`config.mk`:
```
export PLATFORM = sky130hd
export DESIGN_NAME = writeback_stage
export DESIGN_NICKNAME = d
export VERILOG_FILES = /design/src/rtl/writeback_stage.sv
export SDC_FILE = /design/constraint.sdc
export NUM_CORES = 1
export LEC_CHECK = 0
export CAP_MARGIN = 30
export CORE_UTILIZATION = 52
export CTS_CLUSTER_DIAMETER = 200
export CTS_CLUSTER_SIZE = 20
export DETAILED_ROUTE_END_ITERATION = 10
export GPL_TIMING_DRIVEN = 0
export PLACE_DENSITY = 0.85
export SLEW_MARGIN = 0
export SYNTH_ARGS = -nofsm -noshare
export SYNTH_HDL_FRONTEND = slang
export SYNTH_SLANG_ARGS = --single-unit
```
`constraint.sdc`:
```
create_clock -name CLK -period 7 [get_ports CLK]
set_input_delay 1.75 -clock CLK [delete_from_list [all_inputs] [get_ports CLK]]
set_output_delay 1.75 -clock CLK [all_outputs]
set_load 0.01 [all_outputs]
```
`src/rtl/writeback_stage.sv`:
```
// Final RV64 pipeline stage: picks ALU / extended load / PC+4 and drives the register-file write port.
// Latency: 1 cycle after accept for ALU and PC+4; 1 cycle after DMEM_RVALID for loads.
// Backpressure: WB_READY is low for the whole time a load is outstanding, and high in IDLE (including during reset).
module writeback_stage #(
    parameter int XLEN         = 64,
    parameter int LOAD_TIMEOUT = 255
) (
    input  logic            CLK,
    input  logic            reset,
    input  logic            MEM_V,
    output logic            WB_READY,
    input  logic [4:0]      MEM_DR,
    input  logic            MEM_REG_WE,
    input  logic [1:0]      MEM_WB_SEL,
    input  logic [2:0]      MEM_LD_FUNCT3,
    input  logic [XLEN-1:0] MEM_ALU_RESULT,
    input  logic [XLEN-1:0] MEM_PC,
    input  logic [XLEN-1:0] DMEM_RDATA,
    input  logic            DMEM_RVALID,
    output logic [4:0]      DR,
    output logic [XLEN-1:0] WB_DATA,
    output logic            ST_REG,
    output logic            WB_V,
    output logic [63:0]     INSTRET,
    output logic            LOAD_ERR
);

    typedef enum logic [0:0] {
        IDLE      = 1'b0,
        WAIT_LOAD = 1'b1
    } state_t;

    state_t state, state_nxt;

    // Fields of the outstanding load, held while waiting for data memory
    logic [4:0]  ld_dr;
    logic        ld_we;
    logic [2:0]  ld_funct3;
    logic [2:0]  ld_off;
    logic [15:0] tmo_cnt;
    logic [16:0] tmo_cnt_inc;

    logic            accept;
    logic            load_accept;
    logic            retire;
    logic            wr_en;
    logic            timeout;
    logic [4:0]      wr_dr;
    logic [XLEN-1:0] wr_data;
    logic [XLEN-1:0] ld_shifted;
    logic [XLEN-1:0] ld_ext;

    assign WB_READY    = (state == IDLE);
    assign accept      = MEM_V && WB_READY;
    assign load_accept = accept && (MEM_WB_SEL == 2'd1);
    assign tmo_cnt_inc = {1'b0, tmo_cnt} + 17'd1;

    // Byte-align the returned doubleword to the load address, then extend per funct3
    always_comb begin
        ld_shifted = DMEM_RDATA >> {ld_off, 3'b000};
        ld_ext     = ld_shifted;
        case (ld_funct3)
            3'b000:  ld_ext = {{(XLEN-8){ld_shifted[7]}},   ld_shifted[7:0]};
            3'b001:  ld_ext = {{(XLEN-16){ld_shifted[15]}}, ld_shifted[15:0]};
            3'b010:  ld_ext = {{(XLEN-32){ld_shifted[31]}}, ld_shifted[31:0]};
            3'b100:  ld_ext = {{(XLEN-8){1'b0}},  ld_shifted[7:0]};
            3'b101:  ld_ext = {{(XLEN-16){1'b0}}, ld_shifted[15:0]};
            3'b110:  ld_ext = {{(XLEN-32){1'b0}}, ld_shifted[31:0]};
            default: ld_ext = ld_shifted;
        endcase
    end

    // Next state and the retire decision for this cycle
    always_comb begin
        state_nxt = state;
        retire    = 1'b0;
        wr_en     = 1'b0;
        timeout   = 1'b0;
        wr_dr     = MEM_DR;
        wr_data   = MEM_ALU_RESULT;
        case (state)
            IDLE: begin
                if (accept) begin
                    if (MEM_WB_SEL == 2'd1) begin
                        state_nxt = WAIT_LOAD;
                    end else begin
                        retire  = 1'b1;
                        wr_en   = MEM_REG_WE && (MEM_DR != 5'd0);
                        wr_dr   = MEM_DR;
                        wr_data = (MEM_WB_SEL == 2'd2) ? (MEM_PC + XLEN'(4)) : MEM_ALU_RESULT;
                    end
                end
            end
            WAIT_LOAD: begin
                if (DMEM_RVALID) begin
                    retire    = 1'b1;
                    wr_en     = ld_we && (ld_dr != 5'd0);
                    wr_dr     = ld_dr;
                    wr_data   = ld_ext;
                    state_nxt = IDLE;
                end else if (tmo_cnt_inc == 17'(LOAD_TIMEOUT)) begin
                    // Abandoned load still retires so the pipeline keeps moving, but writes nothing
                    retire    = 1'b1;
                    timeout   = 1'b1;
                    state_nxt = IDLE;
                end
            end
            default: state_nxt = IDLE;
        endcase
    end

    // State register
    always_ff @(posedge CLK or negedge reset) begin
        if (!reset) state <= IDLE;
        else        state <= state_nxt;
    end

    // Capture load context on accept; count cycles spent waiting for data
    always_ff @(posedge CLK or negedge reset) begin
        if (!reset) begin
            ld_dr     <= 5'd0;
            ld_we     <= 1'b0;
            ld_funct3 <= 3'd0;
            ld_off    <= 3'd0;
            tmo_cnt   <= 16'd0;
        end else if (load_accept) begin
            ld_dr     <= MEM_DR;
            ld_we     <= MEM_REG_WE;
            ld_funct3 <= MEM_LD_FUNCT3;
            ld_off    <= MEM_ALU_RESULT[2:0];
            tmo_cnt   <= 16'd0;
        end else if (state == WAIT_LOAD && !DMEM_RVALID) begin
            tmo_cnt   <= tmo_cnt_inc[15:0];
        end
    end

    // Register-file write port and retire bookkeeping; DR/WB_DATA only move on a real write
    always_ff @(posedge CLK or negedge reset) begin
        if (!reset) begin
            DR       <= 5'd0;
            WB_DATA  <= '0;
            ST_REG   <= 1'b0;
            WB_V     <= 1'b0;
            INSTRET  <= 64'd0;
            LOAD_ERR <= 1'b0;
        end else begin
            WB_V   <= retire;
            ST_REG <= wr_en;
            if (wr_en) begin
                DR      <= wr_dr;
                WB_DATA <= wr_data;
            end
            if (retire)  INSTRET  <= INSTRET + 64'd1;
            if (timeout) LOAD_ERR <= 1'b1;
        end
    end

endmodule

```
Word-level counts from Yosys, hierarchy flattened
Index checks and enable logic that the tools add are counted.

Flip-flop bits (word level): 165. Input port bits: 207. Output and inout port bits: 137.

$add $sub $neg: 3. Equality and inequality tests: 8. Shift operators: 1. Multiplexer cells: 26. Bitwise logic cells: 1. Reductions and logical operators: 10.

Operators with widths (count): case mux 64 bit (6 select lines) (1); 2-to-1 mux 64 bit (4); case mux 64 bit (2 select lines) (1); adder 64 x 1 -> 64 bit (second input constant) (1); adder 64 x 3 -> 64 bit (second input constant) (1); right shift 64 x 6 -> 64 bit (1); 2-to-1 mux 16 bit (2); adder 16 x 1 -> 17 bit (second input constant) (1); == test 17 x 8 -> 1 bit (second input constant) (1); 2-to-1 mux 1 bit (13); case mux 5 bit (2 select lines) (1); nonzero test 5 bit (2); == test 3 bit (second input constant) (3); case mux 1 bit (2 select lines) (3); logical AND 1 bit (5); 2-to-1 mux 5 bit (1); == test 3 x 1 -> 1 bit (second input constant) (1); == test 3 x 2 -> 1 bit (second input constant) (1); zero test 3 bit (1); == test 2 x 1 -> 1 bit (second input constant) (1); == test 2 bit (second input constant) (1); nonzero test 2 bit (1); zero test 1 bit (1); inverter 1 bit (1).

Depth between registers and ports, before layout
Depth in word-level cells: 5. Mapped depth: 11. Mapped depth without buffers: 9.

Worst setup path before layout
No wires, ideal clock.

Path type: input -> register. Start: input MEM_DR[2]. End: register WB_DATA[5]. Library setup time: 0.119 ns. Data arrival time: 3.458 ns. Setup slack: 3.424 ns. Stages: 8. Path buffers: 3. Cells stage by stage: or4_1 > o211ai_1 > and2_1 > clkbuf_1 > inv_1 > clkbuf_1 > clkbuf_1 > o21a_1.

Word-level cells in the longest chain between the ends: 5.

Ends and longest elaborated chain: start, declared (line 12) `input logic [4:0] MEM_DR,`; nonzero test 5 bit (line 88) `wr_en = MEM_REG_WE && (MEM_DR != 5'd0);`; logical AND 1 bit (line 88); 2-to-1 mux 1 bit (line 84) `if (MEM_WB_SEL == 2'd1) begin`; 2-to-1 mux 1 bit (line 83) `if (accept) begin`; case mux 1 bit (2 select lines) (line 81) `case (state)`; end signal, assigned (line 151) `WB_DATA <= wr_data;`; end, declared (line 21) `output logic [XLEN-1:0] WB_DATA,`.

Every way passes these cells. A chain may end at the register's enable or synchronous reset.

Worst setup path after layout
Start: input DMEM_RDATA[63]. End: register WB_DATA[47].

Word-level cells in the longest chain between the ends: 4.

Ends and longest elaborated chain: start, declared (line 18) `input logic [XLEN-1:0] DMEM_RDATA,`; right shift 64 x 6 -> 64 bit (line 60) `ld_shifted = DMEM_RDATA >> {ld_off, 3'b000};`; case mux 64 bit (6 select lines) (line 62) `case (ld_funct3)`; 2-to-1 mux 64 bit (line 95) `if (DMEM_RVALID) begin`; case mux 64 bit (2 select lines) (line 81).

Every way passes these cells.

==> flow_metrics.env <==
export IMPL_clockBufferDepth=2
export IMPL_numCtsBuffers=17
export IMPL_hold_path_depth=1
export IMPL_min_to="tmo_cnt[15]"
export IMPL_rr_worst_depth=9
export IMPL_wl_per_cell_um=25.7
export IMPL_power_per_cell_area_mw_per_mm2=233
export IMPL_synth_cells=1339
export IMPL_final_instance_count_excl_fill=1992
export IMPL_fp_row_count=53
export IMPL_crit_buf_inv=1
export IMPL_r2r_start="state"
export IMPL_critPathMaxFanout=7
export IMPL_hold_buffers=0
export IMPL_grt_pass1_wl_mm=75.8
export IMPL_dr_pass1_iters=7
export IMPL_io_pin_count=344
export IMPL_syn_area_mm2=0.0114
export IMPL_synthAdderAreaFrac_pct=0.439
export IMPL_max_clock_freq_mhz=212
export IMPL_viasPerCell=6.63
export IMPL_area_growth_pct=38.6
export IMPL_place_inst=1958
export IMPL_hold_viol_final=0
export IMPL_ys_ff_latch=165
export IMPL_crit_type="input port to register"
export IMPL_status="complete, no violations"
export IMPL_synth_nets=1550
export IMPL_async_reset_ff_share_pct=100
export IMPL_tns_ns=0
export IMPL_yosys_warnings=0
export IMPL_period_needed_ns=4.72
export IMPL_synth_xor_area_share_pct=9.44
export IMPL_synthMuxAreaShare_pct=8.13
export IMPL_required_ns=7.31
export IMPL_cts_tree="yes"
export IMPL_dr_first_iter_drc_count=1542
export IMPL_dieArea_mm2=0.0225
export IMPL_core_area_mm2=0.0213
export IMPL_power_leakage_nw=6.20
export IMPL_dp_hpwl_mm=38.9
export IMPL_fin_nets=1913
export IMPL_drc=0
export IMPL_critical_path_cell_chain="clkdlybuf4s50_1 > mux4_2 > o21ai_0 > o221ai_1 > a21oi_1 > o21ai_0 > a222oi_1 > a21oi_1"
export IMPL_synth_top_cells_by_count="dfrtp_1 (165), nand2_1 (160), nor2_1 (133)"
export IMPL_place_area_mm2=0.0152
export IMPL_rsz0062_at_grt="no"
export IMPL_post_cts_buffers=0
export IMPL_worstReg2RegEnd="DR[4]"
export IMPL_p_total_w=0.00368
export IMPL_slew_violations=0
export IMPL_peakVddDrop_uv=202
export IMPL_vias=13204
export IMPL_die_x_um=150
export IMPL_drive_above_1_share_pct=6.12
export IMPL_place_congestion=1.01
export IMPL_first_global_vias=12848
export IMPL_final_fill_count=1533
export IMPL_track_usage_pct=45.5
export IMPL_setup_viol=0
export IMPL_seq_area_frac_synth_pct=36.2
export IMPL_crit_arrival_ns=5.03
export IMPL_start_util_pct=53.6
export IMPL_clk_pin_slew_ns=0.08
export IMPL_root_buffer="clkbuf_16"
export IMPL_synth_top_area_cell="dfrtp_1"
export IMPL_synth_edff_count=0
export IMPL_grt_max_degree=102
export IMPL_synth_simple_area_share_pct=24.0
export IMPL_clock_sinks=165
export IMPL_finalClockSkew_ns=0.0126
export IMPL_slowest_stage="clkdlybuf4s50_1"
export IMPL_ys_types=73
export IMPL_cp_start_kind="input port"
export IMPL_grt_overflow=0
export IMPL_period_share_pct=67.5
export IMPL_ant_nets=0
export IMPL_portBuffers=342
export IMPL_critical_path_top_delay_family="compound AO/OA/AOI/OAI gates"
export IMPL_endpoint_kind="register"
export IMPL_htree_levels=4
export IMPL_rrSetupSlack_ns=3.52
export IMPL_synth_top_cell_area_share_pct=36.2
export IMPL_syn_avg_cell_area_um2=8.52
export IMPL_slew_headroom_pct=37.5
export IMPL_tightest_slew_ns=0.928
export IMPL_synthFlopType="dfrtp_1"
export IMPL_wl_mm=51.3
export IMPL_maxCapViolations=0
export IMPL_synth_top_family_by_area="simple AND/OR/NAND/NOR gates"
export IMPL_die_height_um=150
export IMPL_antenna_found_initial=2
export IMPL_max_stage_delay_ns=0.63
export IMPL_hold_path_class="register to register"
export IMPL_synth_compound_area_share_pct=17.6
export IMPL_ctsResizeCount=0
export IMPL_post_synth_top_count_cell="dfrtp_1"
export IMPL_worstHoldStart="tmo_cnt[15]"
export IMPL_netlist_top_cells_area="dfrtp_1 (36%), nand2_1 (5.3%), xor2_1 (4.8%)"
export IMPL_path_depth=8
export IMPL_design_area_mm2=0.0158
export IMPL_clk_latency_ns=0.45
==> routing by layer <==
layer,share of wire [%],up-vias,global-route usage (%)
li1,-,5631,-
met1,36,6294,55.2
met2,45,1025,72.0
met3,12,252,11.2
met4,7.2,2,29.9
met5,0.025,-,0
==> metrics by stage <==
step	hold WS (ns)	worst slack, ns	utilization (%)
after floorplan	0.440	3.42	-
after global placement	0.454	-2.57	71.3
after detailed placement	0.467	2.07	71.5
after CTS	0.476	2.52	74.2
after global routing	0.495	2.21	74.2
final	0.482	2.28	74.3
==> final cells by class <==
class / instances / area [um^2] / area share [%]
flip-flops and latches: 165 / 4130 / 26.1
inverters: 30 / 113 / 0.712
multi-input cells: 1058 / 6800 / 43.0
diodes: 2 / 5.00 / 0.0317
repair buffers: 344 / 3460 / 21.9
clock inverters: 14 / 161 / 1.02
plain buffers: 86 / 365 / 2.31
clock buffers: 18 / 429 / 2.72
well taps: 275 / 344 / 2.18
==> worst max-delay path by stage <==
stage,from,endpoint,slack [ns]
2_1_floorplan,MEM_DR[2],WB_DATA[5],3.42
3_3_place_gp,reset,tmo_cnt[3],-2.57
3_5_place_dp,DMEM_RDATA[63],WB_DATA[47],2.07
4_1_cts,DMEM_RDATA[63],WB_DATA[47],2.52
5_1_grt,DMEM_RDATA[63],WB_DATA[47],2.21
6_report,DMEM_RDATA[63],WB_DATA[47],2.28
==> cells in the final DEF, fill, tap and decap left out, types with 36 or more instances in the layout <==
cell,netlist,routed
clkdlybuf4s50_1,0,341
dfrtp_1,165,165
nand2_1,160,160
nor2_1,133,133
a21oi_1,90,90
o21ai_0,68,68
xor2_1,63,63
xnor2_1,60,60
clkbuf_1,55,56
nand3_1,54,54
mux2i_1,42,42
nand4_1,38,38
nor3_1,36,36
a221oi_1,36,36
==> cell families (layout without fill, tap and decap cells) <==
logic type / Yosys count / count (layout)
and+or+nand+nor: 553 / 553
AOI/OAI and AO/OA: 308 / 308
DFF: 165 / 165
xor gates and xnor gates: 123 / 123
buffers and inverters: 116 / 492
muxes: 70 / 70
adders and majority gates: 4 / 4
other: 0 / 2
==> registers in the layout, summed over array words and instances, names as in the netlist, 3 cells and up <==
| signal | count |
|---|---|
| INSTRET | 64 |
| WB_DATA | 64 |
| tmo_cnt | 16 |
| DR | 5 |
| ld_dr | 5 |
| ld_funct3 | 3 |
| ld_off | 3 |
==> power breakdown <==
part	internal (W)	switching, W	total, W
Clock	0.000511	0.000479	0.000990
Combinational	0.000654	0.000774	0.00143
Sequential	0.00111	0.000152	0.00126
Total	0.00227	0.00140	0.00368
No activity file was read; power rests on OpenSTA's default activity.
